==> config.mk <==
export PLATFORM = sky130hd
export DESIGN_NAME = fib_deobfuscate_decoder_flat
export DESIGN_NICKNAME = d
export VERILOG_FILES = /design/src/rtl/fib_obfus_pkg.sv /design/src/rtl/fib_deobfuscate_decoder_if.sv /design/src/rtl/fib_serial_accum.sv /design/src/rtl/fib_deobfuscate_decoder.sv /design/src/flat_wrapper.sv
export SDC_FILE = /design/constraint.sdc
export NUM_CORES = 1
export LEC_CHECK = 0
export BUFFER_PORTS_ARGS = -buffer_cell sky130_fd_sc_hd__buf_2
export CELL_PAD_IN_SITES_DETAIL_PLACEMENT = 0
export CELL_PAD_IN_SITES_GLOBAL_PLACEMENT = 1
export CORE_MARGIN = 2
export CORE_UTILIZATION = 50
export DETAILED_ROUTE_END_ITERATION = 10
export PLACE_DENSITY_LB_ADDON = 0.05
export SKIP_CTS_REPAIR_TIMING = 1
export SYNTH_ARGS = -nofsm -noshare
export SYNTH_HDL_FRONTEND = slang
export SYNTH_SLANG_ARGS = --single-unit
export TNS_END_PERCENT = 20
==> constraint.sdc <==
create_clock -name clk -period 5.1 [get_ports clk]
set_input_delay 0.765 -clock clk [delete_from_list [all_inputs] [get_ports clk]]
set_output_delay 0.765 -clock clk [all_outputs]
set_load 0.01 [all_outputs]
==> src/rtl/fib_obfus_pkg.sv <==
// Purpose: shared constants, FSM state type and keyed mix/unmix round helpers
//          for the Fibonacci obfuscation path (encrypt and decrypt sides).
// Ports:   none (package).
package fib_obfus_pkg;

  localparam int unsigned WIDTH      = 16;
  localparam int unsigned DEF_ROUNDS = 4;
  localparam int unsigned DEF_ROT    = 3;

  typedef logic [WIDTH-1:0] word_t;

  localparam word_t DEF_KEY = 16'hA5C3;

  typedef enum logic [1:0] {
    IDLE   = 2'd0,
    UNMIX  = 2'd1,
    DECODE = 2'd2,
    DONE   = 2'd3
  } state_e;

  // Rotate left by n (taken modulo WIDTH) via a doubled word.
  function automatic word_t rotl(input word_t x, input int unsigned n);
    logic [2*WIDTH-1:0] dbl;
    dbl = {x, x} << (n % WIDTH);
    return dbl[2*WIDTH-1 -: WIDTH];
  endfunction

  // Rotate right by n, expressed as the complementary left rotate.
  function automatic word_t rotr(input word_t x, input int unsigned n);
    return rotl(x, (WIDTH - (n % WIDTH)) % WIDTH);
  endfunction

  // Forward round used by the encrypt side.
  function automatic word_t round_mix(input word_t x, input word_t key,
                                      input int unsigned r, input int unsigned rot);
    return rotl(x, rot) ^ rotl(key, r);
  endfunction

  // Exact inverse of round_mix for the same round index.
  function automatic word_t round_unmix(input word_t x, input word_t key,
                                        input int unsigned r, input int unsigned rot);
    return rotr(x ^ rotl(key, r), rot);
  endfunction

endpackage

==> src/rtl/fib_deobfuscate_decoder_if.sv <==
// Purpose: request/response bundle between a producer of obfuscated words and
//          the decoder.
// Signals: en_decode/input_b (request), receive/done_trans/done_decode/busy
//          (status pulses/levels), out_binary (decoded result).
interface fib_deobfuscate_decoder_if;
  import fib_obfus_pkg::*;

  logic  en_decode;
  word_t input_b;
  logic  receive;
  logic  done_trans;
  logic  done_decode;
  logic  busy;
  word_t out_binary;

  modport master (
    output en_decode, input_b,
    input  receive, done_trans, done_decode, busy, out_binary
  );

  modport slave (
    input  en_decode, input_b,
    output receive, done_trans, done_decode, busy, out_binary
  );

endinterface

==> src/rtl/fib_serial_accum.sv <==
// Purpose: serial LSB-first Fibonacci-weighted accumulator. Digit i adds
//          F(i+2) (1,2,3,5,...) when set; WIDTH digits per run.
// Ports:   clk, rst      clock, async active-high reset
//          start_i       (re)initialise acc/fa/fb/counter, begin a run
//          bit_in_i      current code digit, consumed each running cycle
//          acc_o         running sum (final once the last digit is consumed)
//          last_o        high during the cycle that consumes the final digit
module fib_serial_accum
  import fib_obfus_pkg::*;
(
  input  logic  clk,
  input  logic  rst,
  input  logic  start_i,
  input  logic  bit_in_i,
  output word_t acc_o,
  output logic  last_o
);

  localparam int unsigned CW = $clog2(WIDTH);

  word_t         acc_q, acc_d;
  word_t         fa_q,  fa_d;
  word_t         fb_q,  fb_d;
  logic [CW-1:0] cnt_q, cnt_d;
  logic          run_q, run_d;
  logic          last_q, last_d;

  // Accumulator state register.
  always_ff @(posedge clk or posedge rst) begin
    if (rst) begin
      acc_q  <= '0;
      fa_q   <= '0;
      fb_q   <= '0;
      cnt_q  <= '0;
      run_q  <= 1'b0;
      last_q <= 1'b0;
    end else begin
      acc_q  <= acc_d;
      fa_q   <= fa_d;
      fb_q   <= fb_d;
      cnt_q  <= cnt_d;
      run_q  <= run_d;
      last_q <= last_d;
    end
  end

  // One digit per cycle; fa/fb walk up the Fibonacci sequence.
  always_comb begin
    acc_d  = acc_q;
    fa_d   = fa_q;
    fb_d   = fb_q;
    cnt_d  = cnt_q;
    run_d  = run_q;
    last_d = last_q;
    if (start_i) begin
      acc_d  = '0;
      fa_d   = WIDTH'(1);
      fb_d   = WIDTH'(2);
      cnt_d  = '0;
      run_d  = 1'b1;
      last_d = 1'b0;
    end else if (run_q) begin
      if (bit_in_i) begin
        acc_d = acc_q + fa_q;
      end
      fa_d   = fb_q;
      fb_d   = fa_q + fb_q;
      cnt_d  = cnt_q + CW'(1);
      // Flag the digit about to be consumed next as the final one.
      last_d = (cnt_q == CW'(WIDTH - 2));
      run_d  = !last_q;
    end
  end

  assign acc_o  = acc_q;
  assign last_o = last_q;

endmodule

==> src/rtl/fib_deobfuscate_decoder.sv <==
// Purpose: receive-side inverse of the obfuscate path. Accepts one word,
//          undoes ROUNDS keyed rotate/XOR rounds, then converts the recovered
//          Fibonacci code (any valid representation) to binary.
// Ports:   clk, rst   clock, async active-high reset
//          dec_if     slave side of the request/response bundle:
//                     en_decode/input_b in; receive, done_trans, done_decode,
//                     busy, out_binary out (all registered)
module fib_deobfuscate_decoder
  import fib_obfus_pkg::*;
#(
  parameter int unsigned ROUNDS = DEF_ROUNDS,
  parameter int unsigned ROT    = DEF_ROT,
  parameter word_t       KEY    = DEF_KEY
) (
  input logic                      clk,
  input logic                      rst,
  fib_deobfuscate_decoder_if.slave dec_if
);

  localparam int unsigned RW = (ROUNDS > 1) ? $clog2(ROUNDS) : 1;

  state_e        state_q, state_d;
  word_t         x_q, x_d;
  logic [RW-1:0] r_q, r_d;
  logic          receive_q, receive_d;
  logic          done_trans_q, done_trans_d;
  logic          done_decode_q, done_decode_d;
  logic          busy_q, busy_d;
  word_t         out_binary_q, out_binary_d;

  logic          start_c;
  word_t         acc;
  logic          last;

  fib_serial_accum u_accum (
    .clk      (clk),
    .rst      (rst),
    .start_i  (start_c),
    .bit_in_i (x_q[0]),
    .acc_o    (acc),
    .last_o   (last)
  );

  // State, datapath and output registers.
  always_ff @(posedge clk or posedge rst) begin
    if (rst) begin
      state_q       <= IDLE;
      x_q           <= '0;
      r_q           <= '0;
      receive_q     <= 1'b0;
      done_trans_q  <= 1'b0;
      done_decode_q <= 1'b0;
      busy_q        <= 1'b0;
      out_binary_q  <= '0;
    end else begin
      state_q       <= state_d;
      x_q           <= x_d;
      r_q           <= r_d;
      receive_q     <= receive_d;
      done_trans_q  <= done_trans_d;
      done_decode_q <= done_decode_d;
      busy_q        <= busy_d;
      out_binary_q  <= out_binary_d;
    end
  end

  // Next-state and output logic.
  always_comb begin
    state_d       = state_q;
    x_d           = x_q;
    r_d           = r_q;
    receive_d     = 1'b0;
    done_trans_d  = 1'b0;
    done_decode_d = 1'b0;
    out_binary_d  = out_binary_q;
    start_c       = 1'b0;

    unique case (state_q)
      IDLE: begin
        if (dec_if.en_decode) begin
          state_d   = UNMIX;
          x_d       = dec_if.input_b;
          r_d       = RW'(ROUNDS - 1);
          receive_d = 1'b1;
        end
      end
      UNMIX: begin
        // Rounds are peeled off in reverse order of the forward mix.
        x_d = round_unmix(x_q, KEY, 32'(r_q), ROT);
        if (r_q == '0) begin
          state_d      = DECODE;
          start_c      = 1'b1;
          done_trans_d = 1'b1;
        end else begin
          r_d = r_q - RW'(1);
        end
      end
      DECODE: begin
        // The accumulator consumes x_q[0] on this edge; expose the next digit.
        x_d = x_q >> 1;
        if (last) begin
          state_d = DONE;
        end
      end
      DONE: begin
        state_d       = IDLE;
        done_decode_d = 1'b1;
        out_binary_d  = acc;
      end
      default: state_d = IDLE;
    endcase
  end

  // Busy covers the whole operation including the done_decode pulse.
  assign busy_d = (state_d != IDLE) || done_decode_d;

  assign dec_if.receive     = receive_q;
  assign dec_if.done_trans  = done_trans_q;
  assign dec_if.done_decode = done_decode_q;
  assign dec_if.busy        = busy_q;
  assign dec_if.out_binary  = out_binary_q;

endmodule
==> src/flat_wrapper.sv <==
// flat-port wrapper written by rule: the top's interface ports become plain ports
module fib_deobfuscate_decoder_flat import fib_obfus_pkg::*;
#(
  parameter int unsigned ROUNDS = DEF_ROUNDS,
  parameter int unsigned ROT    = DEF_ROT,
  parameter word_t       KEY    = DEF_KEY
)
  (clk, rst, dec_if_en_decode, dec_if_input_b, dec_if_receive, dec_if_done_trans, dec_if_done_decode, dec_if_busy, dec_if_out_binary);
  fib_deobfuscate_decoder_if dec_if_i ();
  input logic clk;
  input logic rst;
  input wire logic [$bits(dec_if_i.en_decode)-1:0] dec_if_en_decode;
  input wire logic [$bits(dec_if_i.input_b)-1:0] dec_if_input_b;
  output wire logic [$bits(dec_if_i.receive)-1:0] dec_if_receive;
  output wire logic [$bits(dec_if_i.done_trans)-1:0] dec_if_done_trans;
  output wire logic [$bits(dec_if_i.done_decode)-1:0] dec_if_done_decode;
  output wire logic [$bits(dec_if_i.busy)-1:0] dec_if_busy;
  output wire logic [$bits(dec_if_i.out_binary)-1:0] dec_if_out_binary;
  assign dec_if_i.en_decode = dec_if_en_decode;
  assign dec_if_i.input_b = dec_if_input_b;
  assign dec_if_receive = dec_if_i.receive;
  assign dec_if_done_trans = dec_if_i.done_trans;
  assign dec_if_done_decode = dec_if_i.done_decode;
  assign dec_if_busy = dec_if_i.busy;
  assign dec_if_out_binary = dec_if_i.out_binary;
  fib_deobfuscate_decoder #(.ROUNDS(ROUNDS), .ROT(ROT), .KEY(KEY)) u_core (.clk(clk), .rst(rst), .dec_if(dec_if_i));
endmodule
== Yosys cells after proc, flatten, opt, wreduce, memory -nomap -nowiden ==
Index checks and enable logic that the tools add are counted.
Storage, ports and cells
  register bits after elaboration: 94
  input bits: 19
  word-level logic and storage cells: 65
Cells by class
  add/subtract/negate cells: 4
  equal/unequal tests: 6
  shift operators: 1
  muxes and demuxes: 27
  bitwise operators: 1
  reductions and logical operators: 12
Operators by type and width (number)
  $mux 16: 8
  $pmux 16 s3: 1
  $add 16x16->16: 2
  $shl 32x2->32 const A: 1
  $xor 16x16->16: 1
  $mux 2: 5
  $mux 1: 9
  $mux 4: 2
  $pmux 2 s4: 1
  $reduce_bool 2->1: 4
  $add 4x1->4 const B: 1
  $eq 2x2->1 const B: 2
  $eq 4x4->1 const B: 1
  $logic_not 2->1: 2
  $ne 2x2->1 const B: 2
  $pmux 2 s2: 1
  $reduce_and 2->1: 2
  $reduce_and 3->1: 1
  $reduce_bool 3->1: 1
  $eq 2x1->1 const B: 1
  $sub 2x1->2 const B: 1
  $logic_not 1->1: 1
  $logic_or 1x1->1: 1

== Depth between registers and ports, before layout ==
Gate-level depths: netlist of the first run.
  depth after elaboration: 5
  gate-level depth with buffers: 8
  gate-level depth less buffers: 8

== Hierarchy ==
A second synthesis of the first run with hierarchy kept.
Second synthesis, totals
  cells, all modules: 589
  area total of the unflattened synthesis: 5753.0 um^2
By module, submodules not included
  fib_serial_accum: instances 1, cells an instance 399, area an instance 3651.0 um^2
  fib_deobfuscate_decoder: instances 1, cells an instance 190, area an instance 2102.0 um^2

== Worst setup path before layout of the first run ==
OpenSTA, ideal clock, no wires.
  path kind: reg2reg
  start point: register u_core.u_accum.fa_q[0]
  end point: register u_core.u_accum.acc_q[10] (netlist: u_core.u_accum.acc_o[10])
  arrival: 2.085 ns
  data required time: 5.022 ns
  slack: 2.937 ns
  stages on the path, launching flop included: 9
  path buffers: 0
  period minus slack after synthesis: 2.163 ns
  cell sequence: dfrtp_1 > ha_1 > fa_1 > a211oi_1 > o211ai_1 > a41oi_1 > xnor2_1 > nand2_1 > a21oi_1
Between the ends
  cells in the longest elaborated chain, start to end: 4
Ends and longest elaborated chain
  from (decl): line fib_serial_accum.sv:22  | word_t fa_q, fa_d;
  from (signal assigned): line fib_serial_accum.sv:32  | fa_q <= '0;
  from (signal assigned): line fib_serial_accum.sv:39  | fa_q <= fa_d;
  $add 16x16->16: line fib_serial_accum.sv:64  | acc_d = acc_q + fa_q;
  $mux 16: line fib_serial_accum.sv:63  | if (bit_in_i) begin
  $mux 16: line fib_serial_accum.sv:62  | end else if (run_q) begin
  $mux 16: line fib_serial_accum.sv:55  | if (start_i) begin
  to (signal assigned): line fib_serial_accum.sv:31  | acc_q <= '0;
  to (signal assigned): line fib_serial_accum.sv:38  | acc_q <= acc_d;
  to (decl): line fib_serial_accum.sv:21  | word_t acc_q, acc_d;
No other way between the ends. The select of a mux whose other input is x is not followed.
A chain may end at the register's enable or synchronous reset.

== Worst setup path after layout of the first run ==
  start point: register u_core.state_q[1]
  end point: register u_core.u_accum.acc_q[11] (netlist: u_core.u_accum.acc_o[11])
Between the ends
  cells in the longest elaborated chain, start to end: 4
  elaborated cells on any way between the ends: 6
Ends and longest elaborated chain
  from (decl): line fib_deobfuscate_decoder.sv:22  | state_e state_q, state_d;
  from (signal assigned): line fib_deobfuscate_decoder.sv:56  | state_q <= state_d;
  $eq 2x1->1 (*): line fib_deobfuscate_decoder.sv:78  | unique case (state_q)
  $mux 1 (*): line fib_deobfuscate_decoder.sv:78
  $reduce_bool 2->1 (no line)
  $reduce_and 2->1 (no line)
Mark *: on every way between the ends. The rest lies on a longest branch, timed or not.

==> results of run 1 <==
[routing by layer]
layer,vias up,share of wire (%)
met4,0,1.4
met2,62,42
li1,2233,-
met5,-,0
met3,12,2.6
met1,2077,54
[cell type report]
type | instances | area, µm²
multi-input combinational | 470 | 3130
inverter | 16 | 62.6
fill | 1008 | 4690
clock buffer | 12 | 256
clock inverter | 3 | 67.6
tap | 140 | 175
sequential | 94 | 2350
timing repair buffer | 40 | 205
[cell families (layout without fill, tap and decap cells)]
logic type / after synthesis / count (layout) / share of synthesized area (%)
XOR/XNOR: 33 / 33 / 5.11
AO/OA/AOI/OAI: 177 / 177 / 19.6
flip-flops: 94 / 94 / 41.6
buffers and inverters: 44 / 71 / 3.08
adder cells (fa/ha/maj): 43 / 43 / 9.79
AND/OR/NAND/NOR: 180 / 180 / 13.9
multiplexers: 37 / 37 / 6.91
[metrics by stage]
step | worst slack, ns | instance area, µm²
finish | 2.03 | 6250
global route | 1.72 | 6250
CTS | 1.98 | 6250
detailed placement | 1.99 | 5920
global placement | 2.18 | 5920
floorplan | 1.89 | 5650
[flip-flops by register name, indices dropped and copies added (netlist names)]
| signal | cells |
|---|---|
| u_core.u_accum.cnt_q | 4 |
| u_core.dec_if.done_decode | 1 |
| u_core.x_q | 16 |
| u_core.u_accum.last_o | 1 |
| u_core.u_accum.fa_q | 16 |
| u_core.state_q | 2 |
| u_core.dec_if.out_binary | 16 |
| u_core.dec_if.done_trans | 1 |
| u_core.r_q | 2 |
| u_core.dec_if.busy | 1 |
| u_core.u_accum.acc_o | 16 |
| u_core.dec_if.receive | 1 |
| u_core.u_accum.run_q | 1 |
| u_core.u_accum.fb_q | 16 |
[cells in the mapped netlist (all sizes together) (3+ instances only)]
library cell	instances	share of area, %
a211oi	15	2.0
dfrtp	94	42
nor2	55	3.7
nor2b	3	0.33
xor2	11	1.7
o211ai	4	0.53
a21o	12	1.6
ha	41	9.1
o21bai	3	0.40
inv	15	1.0
o21ai	61	5.4
nand4	5	0.55
a21oi	41	3.7
nand3	12	1.1
o21a	4	0.53
and2	3	0.33
a22oi	14	1.9
and3	8	0.91
clkbuf	21	1.4
a22o	3	0.46
xnor2	22	3.4
nand2	73	4.8
buf	6	0.44
mux2i	21	3.7
nand2b	3	0.33
nor3	10	0.89
mux2	16	3.2
[critical path, stage by stage, from the launching register on]
cell     delay (ns)
dfrtp_1        0.40
inv_1          0.12
ha_1           0.70
nand2_1        0.52
inv_2          0.76
nor2_1         0.18
a22o_1         0.28
[worst paths after layout]
path | startpoint | slack, ns | endpoint
max | u_core.state_q[1]$_DFF_PP0_ | 2.03 | u_core.u_accum.acc_o[11]$_DFFE_PP0P_
max in group asynchronous | rst | 3.62 | u_core.u_accum.fb_q[8]$_DFFE_PP0P_
min reg2reg | u_core.dec_if.out_binary[7]$_DFFE_PP0P_ | 0.50 | u_core.dec_if.out_binary[7]$_DFFE_PP0P_
min in group asynchronous | rst | 0.53 | u_core.dec_if.out_binary[14]$_DFFE_PP0P_
min | u_core.dec_if.out_binary[7]$_DFFE_PP0P_ | 0.50 | u_core.dec_if.out_binary[7]$_DFFE_PP0P_
max reg2reg | u_core.state_q[1]$_DFF_PP0_ | 2.03 | u_core.u_accum.acc_o[11]$_DFFE_PP0P_
==> results by group, run 1 <==
Clock tree
  • Clock root buffer master: clkbuf_16
  • Clock buffer depth: 2
  • CTS clock-pin slew for the worst setup and hold paths: 0.06 ns
  • Clk Latency, worst-skew pair: 0.35 ns
  • H-Tree Level Count: 3
  • Clock tree sinks: 94
  • TritonCTS clock tree: done
  • CTS Buf Count: 9

Finish
  • Final instance count without filler cells: 775
  • Share of post-route cells with drive strength above 1: 12.6%
  • Commonest non-fill, non-tap cells in the layout: 94 x dfrtp_1, 73 x nand2_1, 60 x o21ai_0
  • Nets: 693
  • Area grow syn2layout: 10.6%
  • Final cell utilization of the core: 57.1%
  • Most common cell after layout, fill and taps aside: dfrtp_1
  • Antenna cells: 0

Worst setup path
  • Worst setup SP type: flip-flop
  • Critical Path RT: 5.33 ns
  • Critical path fanouts, max: 46
  • WS Path Type: reg -> reg
  • Worst setup EP type: flip-flop
  • CP Data Arrival Time: 3.31 ns
  • Worst reg2reg path depth: 6

Timing
  • Tmin final: 3.07 ns
  • Worst-Margin Slew: 1.20 ns
  • Skew final: 0.00702 ns
  • Fin Setup TNS: 0 ns
  • Max Freq: 325 MHz
  • Setup Viol. Count Final: 0
  • Final hold vios: 0
  • Final period util: 60.3%
  • RSZ-0062 raised after global routing: false
  • Hold slack final: 0.500 ns
  • Worst slew margin: 19.7%
  • Fin. max-slew vios: 0

Floorplan
  • Initial Util: 51.7%
  • Die area: 12,200 µm²
  • Site Rows: 38
  • Total core area: 10,900 µm²
  • Top-Level Pins: 39
  • Die Wd: 110 µm
  • Height of the chip: 110 µm

GRT
  • First-pass GRT wire length: 21,000 µm
  • Busiest layer in global routing: met1
  • Largest net degree at the start of global routing: 59
  • Global Route Usage Sum: 22.0%
  • Grt met3 use: 3.06%
  • Met2 Use GR: 32.7%
  • GR Overflow Total: 0
  • Vias in the first global route: 4,332
  • Initial antenna violation count: 0
  • Met1 Use GR: 32.9%

Route
  • Drt drc: 0
  • Drt first pass iters: 5
  • Avg WL per Cell: 15.7 µm
  • DRT iter0 DRCs: 270
  • Detailed Route WL: 12,100 µm
  • ANT nets after route: 0
  • Via-per-instance ratio: 5.66
  • Vias: 4,384

Run status
  • Status: complete, no violations

Placement
  • Routability cong.: 0.861
  • Final HPWL DP: 8660 µm
  • # placed instances: 760
  • Port Buf Inserts: 38

Synthesis
  • Post-synthesis register bit count: 94
  • Syn nets: 670
  • Predominant post-synthesis flop cell: dfrtp_1
  • Cells after synthesis: 608
  • Async SR Flop Fraction: 100%
  • Synth Cell Area: 5650 µm²
  • Synth unique cells: 58
  • Number of synthesized flops with an enable pin: 0
  • Sequential fraction of the synthesis area: 41.6%
  • Mean Syn Cell Area: 9.30 µm²
  • Yosys warns: 0

Hold path
  • HP Class: reg -> reg
  • Hold path cells: 1

Run
  • Max cap viols: 0
Power of run 1 is not shown: default switching activity piles up to over one toggle a cycle in this logic, so the estimate is an artifact.
==> run 2: changes to the inputs <==
Settings changed: CORE_UTILIZATION 50 to 47.
Clock period 5.1 ns to 3.15 ns, I/O delays scaled along.
==> results by group, run 2 (synthesis results as in run 1) <==
Run status
  • Status: complete, no violations

Run
  • Max cap viols: 0

Timing
  • Setup Viol. Count Final: 0
  • Max Freq: 415 MHz
  • Tmin final: 2.41 ns
  • RSZ-0062 raised after global routing: false
  • Fin. max-slew vios: 0
  • Skew final: 0.00607 ns
  • Worst slew margin: 46.7%
  • Worst-Margin Slew: 0.799 ns
  • Fin Setup TNS: 0 ns
  • Final period util: 76.4%
  • Final hold vios: 0

Floorplan
  • Site Rows: 40
  • Die Wd: 114 µm
  • Top-Level Pins: 39
  • Initial Util: 47.6%
  • Die area: 12,900 µm²
  • Total core area: 11,900 µm²
  • Height of the chip: 114 µm

GRT
  • Vias in the first global route: 4,196
  • First-pass GRT wire length: 21,600 µm
  • Largest net degree at the start of global routing: 56
  • Global Route Usage Sum: 20.9%
  • Met1 Use GR: 33.6%
  • Grt met3 use: 3.40%
  • GR Overflow Total: 0
  • Met2 Use GR: 28.4%
  • Busiest layer in global routing: met1
  • Initial antenna violation count: 0

Finish
  • Antenna cells: 0
  • Area grow syn2layout: 11.6%
  • Most common cell after layout, fill and taps aside: dfrtp_1
  • Nets: 701
  • Share of post-route cells with drive strength above 1: 13.7%
  • Commonest non-fill, non-tap cells in the layout: 94 x dfrtp_1, 73 x nand2_1, 60 x o21ai_0
  • FILL cells: 1,093

Clock tree
  • H-Tree Level Count: 3
  • Clk Latency, worst-skew pair: 0.35 ns
  • Clock root buffer master: clkbuf_16
  • Clock tree sinks: 94
  • Clock buffer depth: 2
  • CTS clock-pin slew for the worst setup and hold paths: 0.06 ns
  • TritonCTS clock tree: done
  • CTS Buf Count: 9

Placement
  • Port Buf Inserts: 38
  • Routability cong.: 0.828
  • Final HPWL DP: 8980 µm

Worst setup path
  • Worst setup EP type: flip-flop
  • Worst setup SP type: flip-flop
  • Critical path fanouts, max: 3
  • Critical Path RT: 3.42 ns
  • CP Data Arrival Time: 2.68 ns
  • WS Path Type: reg -> reg

Route
  • ANT nets after route: 0
  • Drt first pass iters: 5
  • Avg WL per Cell: 15.9 µm
  • Detailed Route WL: 12,500 µm
  • Via-per-instance ratio: 5.62
  • Drt drc: 0
  • DRT iter0 DRCs: 331
  • Vias: 4,448

Hold path
  • HP Class: in -> async
[run 2: cell type report]
class	instances	area (µm²)	area share (%)
clock buffers	13	260	4.13
clock inverters	3	42.5	0.674
inverters	16	62.6	0.992
multi-input cells	470	3130	49.6
flip-flops and latches	94	2350	37.3
well taps	147	184	2.92
repair buffers	48	278	4.40
[run 2: metrics by stage]
step	util [%]	std cells	hold WS, ns	cell area [µm²]	worst slack (ns)
floorplan	-	608	0.463	5650	0.229
global placement	50.6	775	0.484	6010	0.792
detailed placement	50.6	775	0.491	6010	0.775
CTS	53.2	791	0.267	6310	0.756
global route	53.2	791	0.303	6310	0.455
finish	53.2	791	0.245	6310	0.743
[run 2: final timing paths]
| path | from | to | slack (ns) | depth (start not counted) |
|---|---|---|---|---|
| max | u_core.u_accum.fa_q[0]$_DFFE_PP0P_ | u_core.u_accum.acc_o[10]$_DFFE_PP0P_ | 0.74 | 8 |
| min in group clk | dec_if_input_b[6] | u_core.x_q[6]$_DFFE_PP0P_ | 0.42 | 3 |
| max in group asynchronous | rst | u_core.u_accum.fa_q[8]$_DFFE_PP0P_ | 2.25 | 3 |
| max reg2reg | u_core.u_accum.fa_q[0]$_DFFE_PP0P_ | u_core.u_accum.acc_o[10]$_DFFE_PP0P_ | 0.74 | 8 |
| min | rst | u_core.dec_if.out_binary[13]$_DFFE_PP0P_ | 0.25 | 2 |
| min reg2reg | u_core.dec_if.out_binary[2]$_DFFE_PP0P_ | u_core.dec_if.out_binary[2]$_DFFE_PP0P_ | 0.50 | 1 |
[run 2: metal layers]
layer,share of wire (%),up-vias
met5,0,-
met1,54,2114
met4,1.6,0
met3,3.7,14
met2,40,83
li1,-,2237
[run 2: worst max-delay path: stages, from the launching register on]
cell,delay (ns)
dfrtp_1,0.40
ha_1,0.25
fa_1,0.43
a211oi_1,0.36
o211ai_1,0.22
a41oi_1,0.29
xnor2_1,0.15
nand2_1,0.07
a21oi_1,0.17
Power of run 2 is left out for the same reason.
==> run 3: changes to the inputs <==
Settings changed: CORE_UTILIZATION 47 to 43.
Clock period 3.15 ns to 2.2 ns, I/O delays scaled along.
==> results by group, run 3 (synthesis results as in run 1) <==
Run status
  • Status: finished, violations left
  • Violated checks: negative setup slack

Timing
  • Setup Viol. Count Final: 2
  • Final hold vios: 0
  • Worst slew margin: 50.4%
  • Worst-Margin Slew: 0.743 ns
  • Max Freq: 439 MHz
  • Skew final: 0.00902 ns
  • Fin. max-slew vios: 0
  • Final period util: 104%
  • RSZ-0062 raised after global routing: true
  • Tmin final: 2.28 ns
  • Worst Setup Slack, final: -0.0780 ns

Route
  • Drt drc: 0
  • DRT iter0 DRCs: 251
  • Via-per-instance ratio: 5.47
  • ANT nets after route: 0
  • Drt first pass iters: 4
  • Vias: 4,614
  • Detailed Route WL: 13,200 µm
  • Avg WL per Cell: 15.6 µm

Worst setup path
  • CP Data Arrival Time: 2.54 ns
  • Worst path max stage delay: 0.45 ns
  • Worst reg2reg path depth: 7
  • Most used cell, CP: o211ai_1
  • Crit-path leading delay family: simple AND/OR/NAND/NOR gates
  • Worst setup EP type: flip-flop
  • Setup slack, reg-to-reg: -0.08 ns
  • Critical Path RT: 2.46 ns
  • Worst setup SP type: flip-flop
  • Crit-path cells: ha_1 -> o211ai_1 -> o211ai_1 -> nand4b_1 -> and3_1 -> nor3_1 -> mux2i_1
  • Critical path depth: 7
  • Critical path fanouts, max: 4
  • Buf/Inv on CP: 0
  • Worst path slowest cell: dfrtp_1
  • WS Path Type: reg -> reg

Clock tree
  • Clk Latency, worst-skew pair: 0.34 ns
  • TritonCTS clock tree: done
  • Clock tree sinks: 94
  • Clock buffer depth: 2
  • CTS clock-pin slew for the worst setup and hold paths: 0.07 ns
  • H-Tree Level Count: 3
  • Clock root buffer master: clkbuf_16
  • CTS Buf Count: 9

GRT
  • Initial antenna violation count: 0
  • Global Route Usage Sum: 19.2%
  • Vias in the first global route: 4,383
  • GR Overflow Total: 0
  • Largest net degree at the start of global routing: 42
  • First-pass GRT wire length: 22,000 µm

Finish
  • Final instance count without filler cells: 844
  • Most common cell after layout, fill and taps aside: dfrtp_1
  • Share of post-route cells with drive strength above 1: 19.8%
  • Commonest non-fill, non-tap cells in the layout: 93 x dfrtp_1, 73 x nand2_1, 57 x o21ai_0
  • FILL cells: 1,217
  • Nets: 729
  • Area grow syn2layout: 19.2%
  • Finished Cell Area: 6740 µm²
  • Antenna cells: 0

Floorplan
  • Site Rows: 41
  • Die area: 14,100 µm²
  • Initial Util: 44.4%
  • Top-Level Pins: 39
  • Total core area: 12,700 µm²
  • Height of the chip: 119 µm
  • Die Wd: 119 µm

Run
  • Max cap viols: 0

Hold path
  • HP Class: in -> async

Placement
  • Routability cong.: 0.882
  • Final HPWL DP: 9580 µm
  • Port Buf Inserts: 38
  • Cell area after placement: 6240 µm²
  • # placed instances: 825
==> run 3: cell count changes in the layout (fill, tap and decap cells not counted), moves of 3 or more <==
cell       previous run  this run
a211oi_2              0         4
a211oi_1             15        11
ha_4                  0         3
a21oi_1              39        36
ha_1                 41        38
bufinv_16             1         4
o21ai_0              60        57
buf_4                 9        35
a21oi_2               2         5
o21ai_1               1         4
==> run 3: path summary, 6_finish.rpt <==
check	from	endpoint
worst max-delay path	u_core.u_accum.fa_q[4]$_DFFE_PP0P_	u_core.u_accum.acc_o[15]$_DFFE_PP0P_
worst min-delay path	rst	u_core.x_q[13]$_DFFE_PP0P_
worst max register to register	u_core.u_accum.fa_q[4]$_DFFE_PP0P_	u_core.u_accum.acc_o[15]$_DFFE_PP0P_
worst min register to register	u_core.dec_if.out_binary[5]$_DFFE_PP0P_	u_core.dec_if.out_binary[5]$_DFFE_PP0P_
max in group asynchronous	rst	u_core.u_accum.fa_q[3]$_DFFE_PP0P_
min in group clk	dec_if_input_b[5]	u_core.x_q[5]$_DFFE_PP0P_
==> run 3: through the flow <==
| step | hold WS [ns] | setup TNS (ns) | worst slack [ns] | util (%) |
|---|---|---|---|---|
| 3_3_place_gp | 0.476 | -0.0783 | -0.0436 | 49.0 |
| 3_5_place_dp | 0.483 | -0.196 | -0.0729 | 49.0 |
| 4_1_cts | 0.112 | -0.360 | -0.125 | 52.0 |
| 2_1_floorplan | 0.463 | 0 | 0.0367 | - |
| 6_report | 0.0947 | -0.130 | -0.0780 | 53.0 |
| 5_1_grt | 0.151 | -0.556 | -0.162 | 53.0 |
==> run 3: routing by layer <==
| layer | GRT usage [%] | share of wire [%] | vias to the layer above |
|---|---|---|---|
| met5 | 0 | 0 | - |
| met4 | 5.80 | 1.8 | 0 |
| met3 | 2.51 | 3.1 | 19 |
| met2 | 28.0 | 43 | 84 |
| met1 | 29.4 | 52 | 2218 |
| li1 | - | - | 2293 |
==> run 3: area by class of cell <==
| class | count | area (µm²) | share of cell area, % |
|---|---|---|---|
| Multi-Input combinational cell | 470 | 3230 | 47.9 |
| Sequential cell | 94 | 2350 | 34.9 |
| Timing Repair Buffer | 76 | 504 | 7.48 |
| Clock buffer | 10 | 239 | 3.55 |
| Tap cell | 172 | 215 | 3.19 |
| Clock inverter | 6 | 133 | 1.97 |
| Inverter | 16 | 63.8 | 0.947 |
Power of run 3 is left out for the same reason.
